===== src/rtl/dma_types.sv =====
// Shared types and constants for the OAM DMA engine.
package dma_types;

    typedef enum logic [2:0] {
        IDLE = 3'd0,
        REQ  = 3'd1,
        RD   = 3'd2,
        WR   = 3'd3,
        FIN  = 3'd4
    } DmaState;

    localparam logic [15:0] OAM_DMA_REG_ADDR = 16'hFF46;
    localparam logic [15:0] OAM_BASE_ADDR    = 16'hFE00;
    localparam int unsigned OAM_DMA_LEN      = 32'd160;

    function automatic logic [15:0] oam_dst_addr(input logic [15:0] base, input logic [7:0] idx);
        return base + {8'h00, idx};
    endfunction

endpackage


===== src/rtl/oam_dma.sv =====
// OAM DMA bus initiator: copies DMA_LEN bytes from {src_hi, idx} to OAM_BASE + idx
// after a CPU write to the trigger register.
module oam_dma
    import dma_types::*;
#(
    parameter logic [15:0] OAM_BASE     = OAM_BASE_ADDR,
    parameter logic [15:0] DMA_REG_ADDR = OAM_DMA_REG_ADDR,
    parameter int unsigned DMA_LEN      = OAM_DMA_LEN
) (
    input  logic        clk,
    input  logic        reset,
    input  logic        reg_wr,
    input  logic        reg_rd,
    input  logic [15:0] reg_addr,
    input  logic [7:0]  reg_wdata,
    output logic [7:0]  reg_rdata,
    output logic        reg_hit,
    output logic        bus_req,
    input  logic        bus_gnt,
    output logic [15:0] m_addr,
    output logic        m_rd,
    output logic        m_wr,
    output logic [7:0]  m_wdata,
    input  logic [7:0]  m_rdata,
    output logic        busy,
    output logic        done
);

    localparam logic [7:0] LAST_IDX = 8'(DMA_LEN - 32'd1);

    DmaState    r_state;
    DmaState    w_state_next;
    logic [7:0] r_idx;
    logic [7:0] w_idx_next;
    logic [7:0] r_src_hi;
    logic [7:0] r_rdata;
    logic       r_hit;
    logic       w_trig;
    logic       w_rd_hit;
    logic       w_active;

    assign w_trig   = reg_wr && (reg_addr == DMA_REG_ADDR);
    assign w_rd_hit = reg_rd && (reg_addr == DMA_REG_ADDR);
    assign w_active = (r_state == REQ) || (r_state == RD) || (r_state == WR);

    // Trigger register and its readback; a read samples the value before a same-cycle write.
    always_ff @(posedge clk or negedge reset) begin
        if (!reset) begin
            r_src_hi <= 8'hFF;
            r_rdata  <= 8'hFF;
            r_hit    <= 1'b0;
        end else begin
            r_hit <= w_rd_hit;
            if (w_rd_hit) begin
                r_rdata <= r_src_hi;
            end
            if (w_trig) begin
                r_src_hi <= reg_wdata;
            end
        end
    end

    // State and byte index registers.
    always_ff @(posedge clk or negedge reset) begin
        if (!reset) begin
            r_state <= IDLE;
            r_idx   <= 8'h00;
        end else begin
            r_state <= w_state_next;
            r_idx   <= w_idx_next;
        end
    end

    // Next-state logic; losing the grant parks in REQ without advancing idx.
    always_comb begin
        w_state_next = r_state;
        w_idx_next   = r_idx;
        case (r_state)
            IDLE: begin
                if (w_trig) begin
                    w_state_next = REQ;
                    w_idx_next   = 8'h00;
                end else begin
                    w_state_next = IDLE;
                end
            end
            REQ: begin
                if (bus_gnt) begin
                    w_state_next = RD;
                end else begin
                    w_state_next = REQ;
                end
            end
            RD: begin
                if (bus_gnt) begin
                    w_state_next = WR;
                end else begin
                    w_state_next = REQ;
                end
            end
            WR: begin
                if (!bus_gnt) begin
                    w_state_next = REQ;
                end else if (r_idx == LAST_IDX) begin
                    w_state_next = FIN;
                end else begin
                    w_state_next = RD;
                    w_idx_next   = r_idx + 8'd1;
                end
            end
            FIN: begin
                if (w_trig) begin
                    w_state_next = REQ;
                    w_idx_next   = 8'h00;
                end else begin
                    w_state_next = IDLE;
                end
            end
            default: begin
                w_state_next = IDLE;
                w_idx_next   = 8'h00;
            end
        endcase
        // A re-trigger mid-transfer restarts from byte 0 and skips the done pulse.
        if (w_trig && w_active) begin
            w_idx_next   = 8'h00;
            w_state_next = bus_gnt ? RD : REQ;
        end else begin
            w_idx_next   = w_idx_next;
        end
    end

    // Bus outputs decoded from state; strobes are gated by the live grant.
    always_comb begin
        busy    = w_active;
        bus_req = w_active;
        done    = (r_state == FIN);
        m_rd    = 1'b0;
        m_wr    = 1'b0;
        m_addr  = 16'h0000;
        m_wdata = 8'h00;
        case (r_state)
            RD: begin
                m_rd   = bus_gnt;
                m_addr = {r_src_hi, r_idx};
            end
            WR: begin
                m_wr    = bus_gnt;
                m_addr  = oam_dst_addr(OAM_BASE, r_idx);
                m_wdata = m_rdata;
            end
            default: begin
                m_rd = 1'b0;
                m_wr = 1'b0;
            end
        endcase
    end

    assign reg_rdata = r_rdata;
    assign reg_hit   = r_hit;

endmodule


===== config.mk =====
export PLATFORM = sky130hd
export DESIGN_NAME = oam_dma
export DESIGN_NICKNAME = d
export VERILOG_FILES = /design/src/rtl/dma_types.sv /design/src/rtl/oam_dma.sv
export SDC_FILE = /design/constraint.sdc
export NUM_CORES = 1
export LEC_CHECK = 0
export CAP_MARGIN = 20
export CORE_MARGIN = 1
export CORE_UTILIZATION = 38
export CTS_BUF_LIST = sky130_fd_sc_hd__clkbuf_2 sky130_fd_sc_hd__clkbuf_4 sky130_fd_sc_hd__clkbuf_8
export DETAILED_ROUTE_END_ITERATION = 10
export GPL_TIMING_DRIVEN = 0
export PLACE_DENSITY = 0.87
export SYNTH_ARGS = -nofsm -noshare
export SYNTH_HDL_FRONTEND = slang
export SYNTH_SLANG_ARGS = --single-unit

===== constraint.sdc =====
create_clock -name clk -period 1.78 [get_ports clk]
set_input_delay 0.356 -clock clk [delete_from_list [all_inputs] [get_ports clk]]
set_output_delay 0.356 -clock clk [all_outputs]
set_load 0.005 [all_outputs]

==> metrics <==
Worst-Skew Late Latency=290 ps; met3 GRT Util=approximately 2.7%; Die ar.=between 4000 and 5000 um^2; first-pass GRT wire length=roughly 9100 um; nets=slightly above 300; IO buf count=between 70 and 80; Synth Area in Compound Gates=~11%; Slew HR=a little over three fifths; CTS tree=built; WS Path Type=register to primary output; area share of and/or/nand/nor cells after synthesis=between 20 and 30%; Detailed Routing Iterations Pass 1=4; Reg2Reg Depth=5; total CTS buffers=3; Synth async-reset ratio=between 90% and 100%; sequential fraction of the synthesis area=45.6%; most frequent cells in the layout=28 x clkdlybuf4s50_1, 25 x buf_6, 23 x buf_4; Reg power frac=between 30% and 40%; Clock Tree Buf Depth=2; Tcrit/Tclk final=109%; gpl congestion=0.778; setup slack, reg-to-reg=60 ps; Synth Area per Inst=about 10 um^2; Pwr Density=about 840 nW/um^2; FMAX=approximately 0.52 GHz; num ports=75; HPWL Detailed=between 3000 and 4000 um; Layout Skew=9.82 ps; fraction of synthesized area in multiplexers=12.0%; Routed Antenna Nets=0; worst hold stages=3; final hold violation count=0; Distinct cells, synth=38; Die Wd=~67 um; grt peak-use layer=met2; Fillers=between 200 and 300; number of synthesized register bits=28; Adder-Cell Fraction of Synth Area=less than 1%; worst slew pin tran=about 550 ps; Core ar.=4000 um^2; CP cell instances=nor2b_4 -> buf_6 -> buf_6 -> buf_8 -> buf_6 -> and3_4 -> buf_6; DR iter-0 viols=98; WP data required=1420 ps; Comb power frac=48.3%; Clk Tree Root Cell=clkbuf_8; crit end category=primary output; Synth Instances=151; total power=2.47 mW; Sw Share=between 30% and 40%; HP Class=input pin to register; internal power=between 1.5 and 2 mW; P_sw=between 0.7 and 0.8 mW; ant diodes=0; Clk pwr share=a little over a fifth; largest net degree at the start of global routing=20; # H-tree levels=1; top_reg_cell synth=dfstp_2; commonest non-fill, non-tap cell in the layout=clkdlybuf4s50_1; initial antenna violation count=0; area share of the largest cell type after synthesis=a little over a quarter; Remaining Overflow, GRT=0; Initial Util=between 30% and 40%; layout overhead on the synthesized area=86.5%; largest cells by area after synthesis=dfstp_2 27%, dfrtp_1 19%, mux2_2 10%; violated checks=setup timing; layout cell share with drive strength beyond 1=roughly half; number of flops mapped to enable cells by yosys=0; final setup vio count=22; Synth Warn #=0; final wirelength=6190 um; vias in the first global route=~1800; delay of the slowest cell on the worst path=between 400 and 500 ps; Lkg Pwr=1.37 nW; gr usage total=27.7%; worst-path fanout max=5; Peak VDD IR=around 0.44 mV; cts hold-fix bufs=0; # DRC=0; status=finished with violations; worst path arrival time=about 1600 ps; post-DR wirelength/cell=19.6 um; Vias per Instance=slightly below 6; largest family of logic cells by synthesized area=simple AND/OR/NAND/NOR gates; fin. max-slew vios=0; CP max stage cell=dfrtp_2; Post-Syn Nets=around 190; post-synth top area cell=dfstp_2; FP Rows=23; Cell Area, Synth=approximately 1600 um^2; Post-Layout Cell Count=316; Reg clk slew, reported paths=~100 ps; max-cap violation count=0; post-layout min period=~1900 ps; Final Worst Setup Slack=-157 ps; RSZ-0062 raised after global routing=true; clk sinks=28; Placed Instances=about 280; met2 Use GR=50.9%; vias post-DR=around 1800; Startpoint Class=register; CP most frequent cell=buf_6; Synth Area in XOR/XNOR=0%; met1 Usage GRT=~30%; Die Span Y=roughly 67 um
-- power groups by stage --
stage	clock network [mW]	registers, mW	logic, mW
2_1_floorplan	0	0.747	0.290
3_3_place_gp	0	0.762	0.620
3_5_place_dp	0	0.766	0.644
4_1_cts	0.509	0.734	0.990
5_1_grt	0.534	0.753	1.27
6_report	0.528	0.749	1.20
-- area by class of cell --
cell class                      count  area, um^2  share of cell area, %
Buffer                              7         103                   3.48
Clock buffer                        3        41.3                   1.40
Clock inverter                      1        30.0                   1.02
Inverter                            2        7.51                  0.255
Multi-Input combinational cell    114         958                   32.5
Sequential cell                    28         722                   24.5
Tap cell                           50        62.6                   2.12
Timing Repair Buffer              111        1020                   34.7
-- timing repair --
action,in CTS,in global routing
pin swaps,13,11
endpoints found under the hold margin,0,0
gates cloned,1,0
gates resized for setup,162,42
endpoints found under the setup margin,56,53
buffers inserted,29,7
-- cells by family after synthesis --
family,after synthesis
fa+ha+maj,1
compound gates,25
buf+inv,9
simple gates,71
flops,28
mux,17
-- worst paths after layout --
check	from	end
max	r_state[2]	m_wdata[3]
max reg2reg	r_idx[0]	r_idx[1]
min reg2reg	r_idx[3]	r_idx[3]
min	bus_gnt	r_state[1]
max in group asynchronous	reset	r_src_hi[7]
min in group asynchronous	reset	r_idx[0]
-- stage by stage --
step	hold WS (ps)	area [um^2]	utilization, %	setup WS, ps	TNS, ps
6_report	415	2950	73.7	-157	-1530
5_1_grt	433	2950	73.7	-189	-2390
4_1_cts	443	2790	69.8	-91.3	-261
3_5_place_dp	547	2420	60.6	-623	-23620
3_3_place_gp	539	2400	59.9	-602	-23050
2_1_floorplan	60.4	1590	-	-76.5	-153
-- metal layers --
metal  up-vias  part of all wire, %
met3        28                  5.7
met4         0                  4.3
met5         -                    0
met2       103                   53
met1       902                   37
li1        790                    -
-- cells in the mapped netlist (2+ instances only) --
cell type  instances
nand3_1            8
a31oi_1            3
nor2b_1            2
mux2_2            14
nand4_1            4
dfstp_2           16
mux2_1             2
and3_1             8
nor2_1             7
o21a_1             7
a21oi_1            6
inv_1              2
nor4_1             2
dfrtp_1           12
nand2_1           12
and4_1             2
buf_4              2
and2_1            14
a311oi_1           5
clkbuf_1           4
or3_1              2
-- critical path, delay by kind of cell, from the launching register on --
| kind | cells | cell delay [ps] |
|---|---|---|
| buf+inv | 5 | 530 |
| flops | 1 | 440 |
| simple gates | 2 | 330 |
-- sequential cells by signal (all words and copies together) (netlist names) --
name,flops
r_idx,8
r_src_hi,8
r_state,3
reg_hit,1
reg_rdata,8
(Power assumes the default switching activity.)
